### config.mk
export PLATFORM = sky130hd
export DESIGN_NAME = pc_fetch_unit_flat
export DESIGN_NICKNAME = d
export VERILOG_FILES = /design/src/rtl/pc_fetch_unit_if.sv /design/src/rtl/pc_fetch_unit.sv /design/src/flat_wrapper.sv
export SDC_FILE = /design/constraint.sdc
export NUM_CORES = 1
export LEC_CHECK = 0
export ABC_AREA = 1
export CORE_MARGIN = 3
export CORE_UTILIZATION = 61
export DETAILED_ROUTE_END_ITERATION = 7
export GPL_TIMING_DRIVEN = 0
export PLACE_DENSITY_LB_ADDON = 0.1
export RECOVER_POWER = 100
export SETUP_SLACK_MARGIN = 0.5
export SLEW_MARGIN = 20
export SYNTH_ARGS = -nofsm -noshare
export SYNTH_HDL_FRONTEND = slang
export SYNTH_SLANG_ARGS = --single-unit
### constraint.sdc
create_clock -name clk -period 8.67 [get_ports clk]
set_clock_uncertainty 0.1 [all_clocks]
set_input_delay 1.734 -clock clk [delete_from_list [all_inputs] [get_ports clk]]
set_output_delay 1.734 -clock clk [all_outputs]
set_load 0.1 [all_outputs]
### src/rtl/pc_fetch_unit_if.sv
// Instruction-memory request/response bus between the fetch unit (master) and memory (slave).
interface pc_fetch_unit_if #(
    parameter int XLEN = 32
);
    logic            req_valid;
    logic            req_ready;
    logic [XLEN-1:0] req_addr;
    logic            rsp_valid;
    logic [31:0]     rsp_data;

    modport master (output req_valid, req_addr, input req_ready, rsp_valid, rsp_data);
    modport slave  (input req_valid, req_addr, output req_ready, rsp_valid, rsp_data);
endinterface

### src/rtl/pc_fetch_unit.sv
// PC ownership, prefetch FIFO, redirect flush and vectored interrupt entry.
// Optional PC_FETCH_PERF_EN adds pop and flush event counters.
module pc_fetch_unit #(
    parameter int              XLEN       = 32,
    parameter int              DEPTH      = 4,
    parameter int              NUM_IRQ    = 4,
    parameter logic [XLEN-1:0] VEC_BASE   = 32'h100,
    parameter int              VEC_STRIDE = 4,
    localparam int             IDW        = (NUM_IRQ > 1) ? $clog2(NUM_IRQ) : 1
) (
    input  logic                clk,
    input  logic                rst_n,
    input  logic [XLEN-1:0]     entry_point,
    input  logic [NUM_IRQ-1:0]  irq,
    input  logic                irq_en,
    pc_fetch_unit_if.master     imem,
    output logic                ins_valid,
    input  logic                ins_ready,
    output logic [31:0]         ins,
    output logic [XLEN-1:0]     ins_pc,
    output logic [XLEN-1:0]     ins_pcp4,
    input  logic                redirect_valid,
    input  logic [XLEN-1:0]     redirect_pc,
    output logic                irq_taken,
    output logic [IDW-1:0]      irq_id,
    output logic [XLEN-1:0]     epc
`ifdef PC_FETCH_PERF_EN
    ,
    output logic [31:0]         perf_ins_cnt,
    output logic [31:0]         perf_flush_cnt
`endif
);
    // state | meaning
    // RUN   | responses are pushed into the prefetch FIFO
    // FLUSH | drop_cnt > 0, stale responses discarded, new requests allowed
    localparam int AW = $clog2(DEPTH);
    localparam int CW = AW + 1;

    typedef enum logic {RUN, FLUSH} state_t;
    state_t state, state_next;

    logic [XLEN-1:0] fetch_pc;
    logic [31:0]     fifo_data [DEPTH];
    logic [XLEN-1:0] fifo_pc   [DEPTH];
    logic [XLEN-1:0] tag_q     [DEPTH];
    logic [AW-1:0]   rd_ptr, wr_ptr, tag_rd, tag_wr;
    logic [CW-1:0]   count, outstanding, drop_cnt;
    logic [CW-1:0]   count_next, outst_next, drop_next;
    logic            rsp_ok, armed;
    logic            irq_fire, flush, req_fire, rsp_fire, pop, push, rsp_drop;
    logic [IDW-1:0]  sel_id;
    logic [XLEN-1:0] target, epc_src;
    logic            unused_bits;

    assign unused_bits = ^{redirect_pc[1:0], entry_point[1:0]};

    assign irq_fire = irq_en && armed && (|irq) && !redirect_valid;
    assign flush    = redirect_valid || irq_fire;
    assign req_fire = imem.req_valid && imem.req_ready;
    // rsp_ok blanks the first cycle after reset; outstanding guards stray strobes
    assign rsp_fire = imem.rsp_valid && rsp_ok && (outstanding != '0);
    assign pop      = ins_valid && ins_ready;

    assign imem.req_valid = rst_n && !flush &&
                            (((CW+1)'(count) + (CW+1)'(outstanding)) < (CW+1)'(DEPTH));
    assign imem.req_addr  = fetch_pc;

    assign ins_valid = (count != '0);
    assign ins       = fifo_data[rd_ptr];
    assign ins_pc    = fifo_pc[rd_ptr];
    assign ins_pcp4  = fifo_pc[rd_ptr] + XLEN'(4);

    always_comb begin
        sel_id = '0;
        for (int i = NUM_IRQ - 1; i >= 0; i--) begin
            if (irq[i]) sel_id = IDW'(i);
        end
    end

    assign target = redirect_valid ? {redirect_pc[XLEN-1:2], 2'b00}
                                   : VEC_BASE + XLEN'(sel_id) * XLEN'(VEC_STRIDE);

    // Oldest non-dropped in-flight fetch sits drop_cnt entries past the tag head
    assign epc_src = (count != '0)            ? fifo_pc[rd_ptr] :
                     (outstanding > drop_cnt) ? tag_q[tag_rd + AW'(drop_cnt)] :
                                                fetch_pc;

    always_ff @(posedge clk) begin
        if (!rst_n) state <= RUN;
        else        state <= state_next;
    end

    always_comb begin
        outst_next = outstanding + CW'(req_fire) - CW'(rsp_fire);
        drop_next  = drop_cnt;
        if (flush)                    drop_next = outst_next;
        else if (rsp_fire && rsp_drop) drop_next = drop_cnt - CW'(1);
        state_next = (drop_next != '0) ? FLUSH : RUN;
    end

    always_comb begin
        rsp_drop   = (state == FLUSH);
        push       = rsp_fire && !rsp_drop && !flush;
        count_next = count + CW'(push) - CW'(pop);
    end

    always_ff @(posedge clk) begin
        if (req_fire) tag_q[tag_wr] <= fetch_pc;
        if (push) begin
            fifo_data[wr_ptr] <= imem.rsp_data;
            fifo_pc[wr_ptr]   <= tag_q[tag_rd];
        end
    end

    always_ff @(posedge clk) begin
        if (!rst_n) begin
            fetch_pc    <= {entry_point[XLEN-1:2], 2'b00};
            rd_ptr      <= '0;
            wr_ptr      <= '0;
            tag_rd      <= '0;
            tag_wr      <= '0;
            count       <= '0;
            outstanding <= '0;
            drop_cnt    <= '0;
            rsp_ok      <= 1'b0;
            armed       <= 1'b1;
            irq_taken   <= 1'b0;
            irq_id      <= '0;
            epc         <= '0;
        end else begin
            rsp_ok      <= 1'b1;
            outstanding <= outst_next;
            drop_cnt    <= drop_next;
            if (req_fire) tag_wr <= tag_wr + AW'(1);
            if (rsp_fire) tag_rd <= tag_rd + AW'(1);
            if (flush) begin
                fetch_pc <= target;
                rd_ptr   <= '0;
                wr_ptr   <= '0;
                count    <= '0;
            end else begin
                if (req_fire) fetch_pc <= fetch_pc + XLEN'(4);
                if (push)     wr_ptr   <= wr_ptr + AW'(1);
                if (pop)      rd_ptr   <= rd_ptr + AW'(1);
                count <= count_next;
            end
            irq_taken <= irq_fire;
            if (irq_fire) begin
                irq_id <= sel_id;
                epc    <= epc_src;
            end
            if (!irq_en)       armed <= 1'b1;
            else if (irq_fire) armed <= 1'b0;
        end
    end

`ifdef PC_FETCH_PERF_EN
    always_ff @(posedge clk) begin
        if (!rst_n) begin
            perf_ins_cnt   <= '0;
            perf_flush_cnt <= '0;
        end else begin
            if (pop)   perf_ins_cnt   <= perf_ins_cnt + 32'd1;
            if (flush) perf_flush_cnt <= perf_flush_cnt + 32'd1;
        end
    end
`endif
endmodule

### src/flat_wrapper.sv
// flat-port wrapper written by rule: the top's interface ports become plain ports
module pc_fetch_unit_flat 
#(
    parameter int              XLEN       = 32,
    parameter int              DEPTH      = 4,
    parameter int              NUM_IRQ    = 4,
    parameter logic [XLEN-1:0] VEC_BASE   = 32'h100,
    parameter int              VEC_STRIDE = 4,
    localparam int             IDW        = (NUM_IRQ > 1) ? $clog2(NUM_IRQ) : 1
)
  (clk, rst_n, entry_point, irq, irq_en, ins_valid, ins_ready, ins, ins_pc, ins_pcp4, redirect_valid, redirect_pc, irq_taken, irq_id, epc, imem_req_valid, imem_req_addr, imem_req_ready, imem_rsp_valid, imem_rsp_data);
  pc_fetch_unit_if #(.XLEN(XLEN)) imem_i ();
  input  logic clk;
  input  logic rst_n;
  input  logic [XLEN-1:0] entry_point;
  input  logic [NUM_IRQ-1:0] irq;
  input  logic irq_en;
  output logic ins_valid;
  input  logic ins_ready;
  output logic [31:0] ins;
  output logic [XLEN-1:0] ins_pc;
  output logic [XLEN-1:0] ins_pcp4;
  input  logic redirect_valid;
  input  logic [XLEN-1:0] redirect_pc;
  output logic irq_taken;
  output logic [IDW-1:0] irq_id;
  output logic [XLEN-1:0] epc;
  output wire logic [$bits(imem_i.req_valid)-1:0] imem_req_valid;
  output wire logic [$bits(imem_i.req_addr)-1:0] imem_req_addr;
  input wire logic [$bits(imem_i.req_ready)-1:0] imem_req_ready;
  input wire logic [$bits(imem_i.rsp_valid)-1:0] imem_rsp_valid;
  input wire logic [$bits(imem_i.rsp_data)-1:0] imem_rsp_data;
  assign imem_req_valid = imem_i.req_valid;
  assign imem_req_addr = imem_i.req_addr;
  assign imem_i.req_ready = imem_req_ready;
  assign imem_i.rsp_valid = imem_rsp_valid;
  assign imem_i.rsp_data = imem_rsp_data;
  pc_fetch_unit #(.XLEN(XLEN), .DEPTH(DEPTH), .NUM_IRQ(NUM_IRQ), .VEC_BASE(VEC_BASE), .VEC_STRIDE(VEC_STRIDE)) u_core (.clk(clk), .rst_n(rst_n), .entry_point(entry_point), .irq(irq), .irq_en(irq_en), .imem(imem_i), .ins_valid(ins_valid), .ins_ready(ins_ready), .ins(ins), .ins_pc(ins_pc), .ins_pcp4(ins_pcp4), .redirect_valid(redirect_valid), .redirect_pc(redirect_pc), .irq_taken(irq_taken), .irq_id(irq_id), .epc(epc));
endmodule
==> impl_metrics.ini <==
[detailed_routing]
ant_nets = 0
routed_wirelength_microns = 68200
viasPerCell = 5.98
first_pass_iters = 7
drcViolationCount = 0
via_count = 19000
wl_per_cell_microns = 21.4
drtIter0Drc = 2309

[power]
power.density_nw_per_um2 = 236
share_comb_of_total_power_pct = 24.5
p_sw_share_pct = 33.7
p_leak_nw = 10.6
seqPwrFrac_pct = 41.9
peakVddDrop_mv = 0.190
internal_power_mw = 4.27
p_clk_share_pct = 33.5
power.net_switching_mw = 2.17

[worst_hold_path]
worstHoldStart = u_core.epc[1]$_SDFFE_PN0P_
min_path_type = reg2reg
whs_path_depth = 2

[floorplanning]
initial_core_util_pct = 62.3
die-area_sq_um = 38900
rows = 69
die_y_microns = 197
pin_count = 272
fp.coreArea_sq_um = 35800
die_x_microns = 197

[worst_setup_path]
worstSetupEndpointType = flip-flop
slowest_stage = clkbuf_1
startpoint = irq[1]
path_max_fanout = 22
crit_required_ns = 8.78
rr_worst_depth = 11
start_kind = input port
timing.rr.start = u_core.outstanding[1]$_SDFF_PN0_
arrival_ns = 7.25
worst-setup-path-type = in2reg
crit_chain = dlygate4sd3_1 -> nor2_1 -> nand2_1 -> nand3_1 -> nand2_1 -> nor2_1 -> inv_1 -> nor2_1 -> clkbuf_1 -> clkbuf_1 -> clkbuf_1
max_stage_delay_ns = 1.12

[placed_design]
portBuffers = 267
dp_cells = 3097
dpl_worst_slack_ns = 2.59
gp_congestion = 0.943
hpwl_microns = 48900

[synth]
synthesis.nets = 2483
async_flop_share_pct = 0
netlist-cell-type-count = 33
yosysWarnings = 0
synth_edf_count = 414
yosysSeqAreaShare_pct = 61.1
synth_flop_cell = edfxtp_1
netlist_area_sq_um = 22300
syn_area_per_cell_sq_um = 9.49
netlist_instances = 2353
synth_seq_cells = 475

[timing]
max_freq_ghz = 0.140
fin_ws_ns = 1.53
rsz0062_at_grt = false
final_hold_viol_count = 0
period_share_pct = 82.4
slew_violations = 77
worstMarginPinSlew_ns = 1.83
setup_viol = 0
fin_setup_tns_ns = 0
min_period_ns = 7.14
slew_headroom_pct = -22.4

[cts]
cts_tree = yes
path_clk_slew_ns = 0.06
postCtsSetupBuffers = 0
ctsHoldBuffers = 0
cts_buffers = 47
cts.sink_count = 475
cts_max_level = 2
cts.repair.resized = 0
clk_path_buf_depth = 3
cts-root-buf = clkbuf_16
clock_latency_ns = 0.60

[global_routing]
track_usage_pct = 34.4
grt_overflow = 0
grt_max_degree = 31
grt_antenna_before_repair = 0
grt_pass1_wl_microns = 102000
grt_pass1_vias = 18200

[flow_run]
maxCapViolations = 4

[final_layout]
most-common-layout-cells = nand2_1 (618), edfxtp_1 (414), nor2_1 (247)
sequential_cell_area_sq_um = 13700
antenna_cells = 0
instances_no_fill = 3185
areaGrowthSynthToFinish_pct = 22.2
final_core_util_pct = 76.2
final_common_cell = nand2_1
multi_input_area_sq_um = 7500
fillers = 2420
final_nets = 2815
drive_gt1_share_pct = 5.43

[status]
outcome = finished with violations
violations = capacitance limit, slew limit
-- worst max-delay path: cells and delay by family --
family | cells | cell delay [ns]
buffers and inverters | 5 | 3.51
and+or+nand+nor | 6 | 1.96
-- final timing paths --
check | end | slack (ns)
hold / removal | u_core.epc[1]$_SDFFE_PN0P_ | 0.36
setup reg to reg | u_core.fifo_pc[3][16]$_DFFE_PP_ | 2.99
hold reg to reg | u_core.epc[1]$_SDFFE_PN0P_ | 0.36
setup / recovery | u_core.fifo_pc[3][16]$_DFFE_PP_ | 1.53
-- power by group through the flow --
| stage | Clock (mW) | Sequential [mW] | Combinational, mW |
|---|---|---|---|
| floorplan | 0 | 3.05 | 0.731 |
| global placement | 0 | 2.74 | 1.53 |
| detailed placement | 0 | 2.74 | 1.56 |
| CTS | 2.16 | 2.69 | 1.57 |
| global route | 2.26 | 2.70 | 1.66 |
| finish | 2.16 | 2.70 | 1.58 |
-- cells in the mapped netlist (2+ instances only) --
cell | count | area (sq um)
nand2_1 | 617 | 2320
buf_1 | 5 | 18.8
nand2_2 | 16 | 100
buf_4 | 12 | 90.1
inv_1 | 158 | 593
o21bai_1 | 2 | 15.0
xor2_1 | 25 | 219
nor2_1 | 247 | 927
o21ai_1 | 8 | 40.0
clkbuf_1 | 75 | 282
xnor2_1 | 5 | 43.8
mux2i_1 | 32 | 320
buf_2 | 21 | 105
dfxtp_1 | 61 | 1220
o21ai_0 | 239 | 1200
inv_2 | 6 | 22.5
edfxtp_1 | 414 | 12400
buf_6 | 6 | 67.6
ha_1 | 21 | 263
o211ai_1 | 7 | 52.6
nand4_1 | 12 | 75.1
a21oi_1 | 187 | 936
nand3_1 | 106 | 531
a31oi_1 | 2 | 12.5
fa_1 | 2 | 40.0
nor3_1 | 15 | 75.1
nor2_2 | 13 | 81.3
o22ai_1 | 34 | 213
-- state kept, by name, summed over array words and instances (netlist names), named ones only --
register              count
u_core.drop_cnt           3
u_core.epc               32
u_core.count              3
u_core.armed              1
u_core.fifo_data        128
u_core.tag_rd             2
u_core.outstanding        3
u_core.rd_ptr             2
u_core.rsp_drop           1
u_core.irq_taken          1
u_core.irq_id             2
u_core.imem.req_addr     32
u_core.tag_q            128
u_core.rsp_ok             1
u_core.wr_ptr             2
u_core.tag_wr             2
u_core.fifo_pc          128
-- stage by stage --
step	area (sq um)	power, mW	hold WS [ns]
2_1_floorplan	22300	3.78	0.336
3_3_place_gp	25600	4.27	0.341
3_5_place_dp	26000	4.30	0.342
4_1_cts	27700	6.43	0.357
5_1_grt	27300	6.62	0.371
6_report	27300	6.44	0.356
-- logic make-up after synthesis --
group                      synth area share (%)
AOI/OAI and AO/OA                          11.1
xor gates and xnor gates                   1.25
and+or+nand+nor                            18.5
adders and majority gates                  1.36
DFF                                        61.1
muxes                                      1.43
buffers and inverters                      5.30
-- layer usage --
layer | wire length (microns) | GRT usage, % | part of all wire [%]
met4 | 2440 | 12.6 | 3.6
met2 | 32700 | 57.9 | 48
met3 | 7200 | 6.14 | 11
met5 | 0 | 0 | 0
met1 | 25900 | 45.3 | 38
-- area by class of cell --
class	instances	share of cell area, %
clock inverter	21	1.10
sequential	475	50.0
timing repair buffer	283	10.0
clock buffer	67	4.96
tap	461	2.11
inverter	165	2.28
buffer	119	2.06
multi-input combinational	1594	27.5
Power figures use the tool's default switching activity.
